### src/rtl/cond_logic.sv
// cond_logic: conditional-execution stage sitting between the main/ALU
// decoder and the datapath write ports.
//
// Evaluates the 4-bit condition field against the stored NZCV flags. The
// flags live in two independently enabled halves (NZ and CV). The decoder's
// raw strobes are gated into architectural write enables.
//
// Optional feature macro: COND_MULTICYCLE_EN
//   undefined (default) : single-cycle build. PCSrc/RegWrite/MemWrite are
//                         gated by the combinational condition result.
//   defined             : multicycle build. The condition result is
//                         registered every cycle (r_cond_ex). The write
//                         enables use that registered copy, and a
//                         PCWrite = (PCS & r_cond_ex) | NextPC output
//                         replaces PCSrc.
module cond_logic (
  input  logic       clk,
  input  logic       reset,
  input  logic [3:0] Cond,
  input  logic [3:0] ALUFlags,
  input  logic [1:0] FlagW,
  input  logic       PCS,
  input  logic       RegW,
  input  logic       MemW,
`ifdef COND_MULTICYCLE_EN
  input  logic       NextPC,
  output logic       PCWrite,
`else
  output logic       PCSrc,
`endif
  output logic       RegWrite,
  output logic       MemWrite,
  output logic [3:0] Flags
);

  // Condition field encodings, Instr[31:28].
  typedef enum logic [3:0] {
    COND_EQ = 4'b0000,
    COND_NE = 4'b0001,
    COND_CS = 4'b0010,
    COND_CC = 4'b0011,
    COND_MI = 4'b0100,
    COND_PL = 4'b0101,
    COND_VS = 4'b0110,
    COND_VC = 4'b0111,
    COND_HI = 4'b1000,
    COND_LS = 4'b1001,
    COND_GE = 4'b1010,
    COND_LT = 4'b1011,
    COND_GT = 4'b1100,
    COND_LE = 4'b1101,
    COND_AL = 4'b1110,
    COND_NV = 4'b1111
  } cond_e;

  // Stored flags. NZ is stored as {N,Z} and CV as {C,V}.
  logic [1:0] r_flags_nz;
  logic [1:0] r_flags_cv;

  // Individual flag bits taken from the stored state, never from ALUFlags.
  logic w_n;
  logic w_z;
  logic w_c;
  logic w_v;
  logic w_n_eq_v;

  logic  w_cond_ex;
  logic  [1:0] w_flag_write;
  cond_e w_cond;

  assign w_cond   = cond_e'(Cond);
  assign w_n      = r_flags_nz[1];
  assign w_z      = r_flags_nz[0];
  assign w_c      = r_flags_cv[1];
  assign w_v      = r_flags_cv[0];
  assign w_n_eq_v = (w_n == w_v);

  // Evaluate the condition field against the stored flags.
  always_comb begin
    w_cond_ex = 1'b1;
    unique case (w_cond)
      COND_EQ: w_cond_ex = w_z;
      COND_NE: w_cond_ex = ~w_z;
      COND_CS: w_cond_ex = w_c;
      COND_CC: w_cond_ex = ~w_c;
      COND_MI: w_cond_ex = w_n;
      COND_PL: w_cond_ex = ~w_n;
      COND_VS: w_cond_ex = w_v;
      COND_VC: w_cond_ex = ~w_v;
      COND_HI: w_cond_ex = w_c & ~w_z;
      COND_LS: w_cond_ex = ~w_c | w_z;
      COND_GE: w_cond_ex = w_n_eq_v;
      COND_LT: w_cond_ex = ~w_n_eq_v;
      COND_GT: w_cond_ex = ~w_z & w_n_eq_v;
      COND_LE: w_cond_ex = w_z | ~w_n_eq_v;
      COND_AL: w_cond_ex = 1'b1;
      COND_NV: w_cond_ex = 1'b1;  // reserved encoding runs unconditionally
      default: w_cond_ex = 1'b1;
    endcase
  end

  // Flag writes always use the combinational result, so a flag-setting
  // instruction is judged on the flags left by earlier instructions. A failed
  // condition drops the write. The AND with a 0 also forces X strobes to 0.
  assign w_flag_write[1] = FlagW[1] & w_cond_ex;
  assign w_flag_write[0] = FlagW[0] & w_cond_ex;

  // NZ half: updated alone by logical ops with S set, so C and V survive.
  always_ff @(posedge clk) begin
    if (reset) begin
      r_flags_nz <= 2'b00;
    end else if (w_flag_write[1]) begin
      r_flags_nz <= ALUFlags[3:2];
    end
  end

  // CV half: independent enable from the NZ half.
  always_ff @(posedge clk) begin
    if (reset) begin
      r_flags_cv <= 2'b00;
    end else if (w_flag_write[0]) begin
      r_flags_cv <= ALUFlags[1:0];
    end
  end

  assign Flags = {r_flags_nz, r_flags_cv};

`ifdef COND_MULTICYCLE_EN
  // The decode state evaluates the condition, and later states write using
  // this held copy. Reset clears it so no stale enable outlives a reset.
  logic r_cond_ex;

  // Capture the condition result every cycle for use by the write states.
  always_ff @(posedge clk) begin
    if (reset) begin
      r_cond_ex <= 1'b0;
    end else begin
      r_cond_ex <= w_cond_ex;
    end
  end

  assign PCWrite  = (PCS & r_cond_ex) | NextPC;
  assign RegWrite = RegW & r_cond_ex;
  assign MemWrite = MemW & r_cond_ex;
`else
  // Single-cycle build: zero-latency gating from the combinational result.
  assign PCSrc    = PCS  & w_cond_ex;
  assign RegWrite = RegW & w_cond_ex;
  assign MemWrite = MemW & w_cond_ex;
`endif

endmodule

### config.mk
export PLATFORM = sky130hd
export DESIGN_NAME = cond_logic
export DESIGN_NICKNAME = d
export VERILOG_FILES = /design/src/rtl/cond_logic.sv
export SDC_FILE = /design/constraint.sdc
export NUM_CORES = 1
export LEC_CHECK = 0
export BUFFER_PORTS_ARGS = -buffer_cell sky130_fd_sc_hd__buf_2
export CELL_PAD_IN_SITES_DETAIL_PLACEMENT = 2
export CELL_PAD_IN_SITES_GLOBAL_PLACEMENT = 2
export CORE_ASPECT_RATIO = 0.9
export CORE_MARGIN = 10
export CORE_UTILIZATION = 23
export CTS_CLUSTER_DIAMETER = 40
export CTS_CLUSTER_SIZE = 10
export DETAILED_ROUTE_END_ITERATION = 8
export HOLD_SLACK_MARGIN = 0.06
export MAX_ROUTING_LAYER = met4
export PLACE_DENSITY = 0.85
export SYNTH_ARGS = -nofsm -noshare
export SYNTH_HDL_FRONTEND = slang
export SYNTH_SLANG_ARGS = --single-unit
### constraint.sdc
create_clock -name clk -period 1.82 [get_ports clk]
set_clock_uncertainty 0.1 [all_clocks]
set_input_delay 0 -clock clk [delete_from_list [all_inputs] [get_ports clk]]
set_output_delay 0 -clock clk [all_outputs]
set_load 0.005 [all_outputs]
==> impl_metrics.json <==
{
  "path_clk_slew_ps": 50,
  "ir_worst_vdd_mv": 0.281,
  "yosys.area.top_type": "dfxtp_1",
  "syn_inst": 54,
  "rows": 15,
  "power.switching_uw": 137,
  "die_w_um": 66.6,
  "met3_wirelength_um": 159,
  "ys_async_sr_fraction": 0,
  "numCtsBuffers": 3,
  "dr.pass1.iters": 3,
  "synth_seq_cells": 4,
  "pwr-share-comb": 0.446,
  "finalCritPeriodShare": 1.05,
  "synth_ff_type": "dfxtp_1",
  "syn2layout_area_growth_pct": 75.3,
  "wl_per_cell_um": 17.3,
  "layout.cells.non_filler": 119,
  "synth.top_cell.area_share": 0.178,
  "viasPerCell": 4.92,
  "met1_length_um": 857,
  "grt_pass1_wl_um": 3220,
  "worstMarginPinSlew_ps": 393,
  "power_leakage_uw": 0.000361,
  "final.min_clock_period_ps": 1910,
  "drv_cap": 0,
  "die_area_sq_um": 4130,
  "finalSetupTns_ps": -259,
  "finalSetupViolCount": 6,
  "synth_cell_types": 30,
  "setup_slack_ps": -88.6,
  "ys_top_cells_by_area": "dfxtp_1, nand2b_1, mux2i_1",
  "synth_seq_area_share": 0.178,
  "core_sq_um": 1900,
  "critPathLaunchType": "flip-flop",
  "cts_tree": "yes",
  "arrival_ps": 1810,
  "portBuffers": 21,
  "dp.cells": 100,
  "routed_wl_um": 2050,
  "grt_overflow": 0,
  "post-dp-hpwl_um": 1320,
  "syn_nets": 69,
  "grt_setup_unrepaired": "yes",
  "final_area_sq_um": 790,
  "yosysMostFrequentCell": "nand2_1",
  "syn_area_sq_um": 450,
  "cts_buffer_depth": 2,
  "cp.required_ps": 1720,
  "p_int_uw": 274,
  "fmax_ghz": 0.524,
  "worst_setup_path_end_kind": "primary output",
  "crit_fanout": 4,
  "placed_cell_area_sq_um": 583,
  "fin_nets": 111,
  "drtAntennaViolNets": 0,
  "wl_met2_um": 998,
  "status": "complete, but fails checks",
  "first_global_vias": 649,
  "gp_congestion": 0.820,
  "sw_frac_of_total": 0.333,
  "drc": 0,
  "fill_cells": 216,
  "top_layer_used": "met4",
  "pin_count": 22,
  "pre_cts_ws_ps": 83.1,
  "start_util": 0.238,
  "synth-edff-count": 0,
  "hold_viol": 0,
  "dr.first_iter.drc_count": 18,
  "diodes": 0,
  "maxSlewViolCount": 0,
  "antenna_found_initial": 0,
  "yosysWarningCount": 0,
  "crit_type": "reg -> out",
  "insertion_delay_ps": 250,
  "root_buffer": "clkbuf_4",
  "die_height_um": 62.0,
  "synth_common_cells": "nand2_1, nand2b_1, dfxtp_1",
  "track_usage": 0.105,
  "grt_max_degree": 14,
  "ctsHtreeMaxLevel": 1,
  "pwr-share-seq": 0.257,
  "pwr-share-clk": 0.297,
  "drive_above_1_share": 0.489,
  "syn_avg_cell_area_sq_um": 8.34,
  "maxSlewHeadroom": 0.738,
  "vias": 585,
  "hold_class": "in -> out",
  "p_per_area_nw_per_um2": 520,
  "clock-sinks": 4,
  "violations": "setup timing"
}
## flip-flops by register name, indices dropped and copies added (netlist names)
register	count
r_flags_cv	2
r_flags_nz	2
## area by class of cell
| type | instances | area (sq um) | area share |
|---|---|---|---|
| clock buffer | 3 | 22.5 | 0.0285 |
| sequential | 4 | 87.6 | 0.111 |
| multi-input combinational | 47 | 375 | 0.475 |
| inverter | 1 | 3.75 | 0.00475 |
| timing repair buffer | 39 | 269 | 0.341 |
| tap | 25 | 31.3 | 0.0396 |
## logic make-up after synthesis
logic type / synth area share
buffers and inverters: 0.0500
multiplexers: 0.0667
AO/OA/AOI/OAI: 0.242
flip-flops: 0.178
AND/OR/NAND/NOR: 0.406
XOR/XNOR: 0.0583
## routing by layer
| metal | up-vias | track usage |
|---|---|---|
| met5 | - | - |
| met4 | 0 | 0.0537 |
| met3 | 6 | 0.0412 |
| met2 | 23 | 0.180 |
| met1 | 276 | 0.104 |
| li1 | 280 | - |
## power by group through the flow
stage,combinational [uW],sequential (uW),clock [uW]
6_report,183,106,122
5_1_grt,201,107,130
4_1_cts,162,104,118
3_5_place_dp,128,106,0
3_3_place_gp,123,105,0
2_1_floorplan,74.5,106,0
## final timing paths
kind / from / end / slack [ps] / cells after the start
min: PCS / PCSrc / 190 / 3
max: r_flags_nz[1] / RegWrite / -90 / 6
min reg2reg: r_flags_cv[1] / r_flags_cv[1] / 430 / 2
max reg2reg: r_flags_nz[0] / r_flags_nz[1] / -10 / 6
## cell usage in the layout, fill, tap and decap left out, types with 2 or more instances in the layout
master / netlist / layout
buf_2: 0 / 21
dlygate4sd3_1: 0 / 10
buf_4: 1 / 7
nand2_1: 6 / 5
nand2b_1: 5 / 5
mux2i_1: 3 / 3
and2_1: 3 / 3
clkbuf_4: 0 / 3
dfxtp_2: 0 / 3
a221oi_2: 2 / 2
xnor2_1: 3 / 2
a21oi_1: 3 / 2
and3b_1: 2 / 2
o2bb2ai_1: 2 / 2
## worst max-delay path, cell delays in order (launching register included)
cell,delay [ps]
dfxtp_2,320
or3b_1,350
a221oi_2,280
a221oi_2,140
a21boi_4,200
and2_1,150
buf_2,110
## repair_timing
item | in CTS | in global routing
hold buffers | 10 | 0
pin swaps | 7 | 9
gates resized for setup | 5 | 8
buffers inserted | 5 | 2
endpoints found under the hold margin | 4 | 0
endpoints found under the setup margin | 3 | 7
## through the flow
stage	utilization	total power, uW	hold slack [ps]
3_5_place_dp	0.308	234	178
4_1_cts	0.395	385	188
5_1_grt	0.417	439	210
3_3_place_gp	0.308	227	166
6_report	0.417	410	188
2_1_floorplan	-	180	10.3
Power figures use the tool's default switching activity.
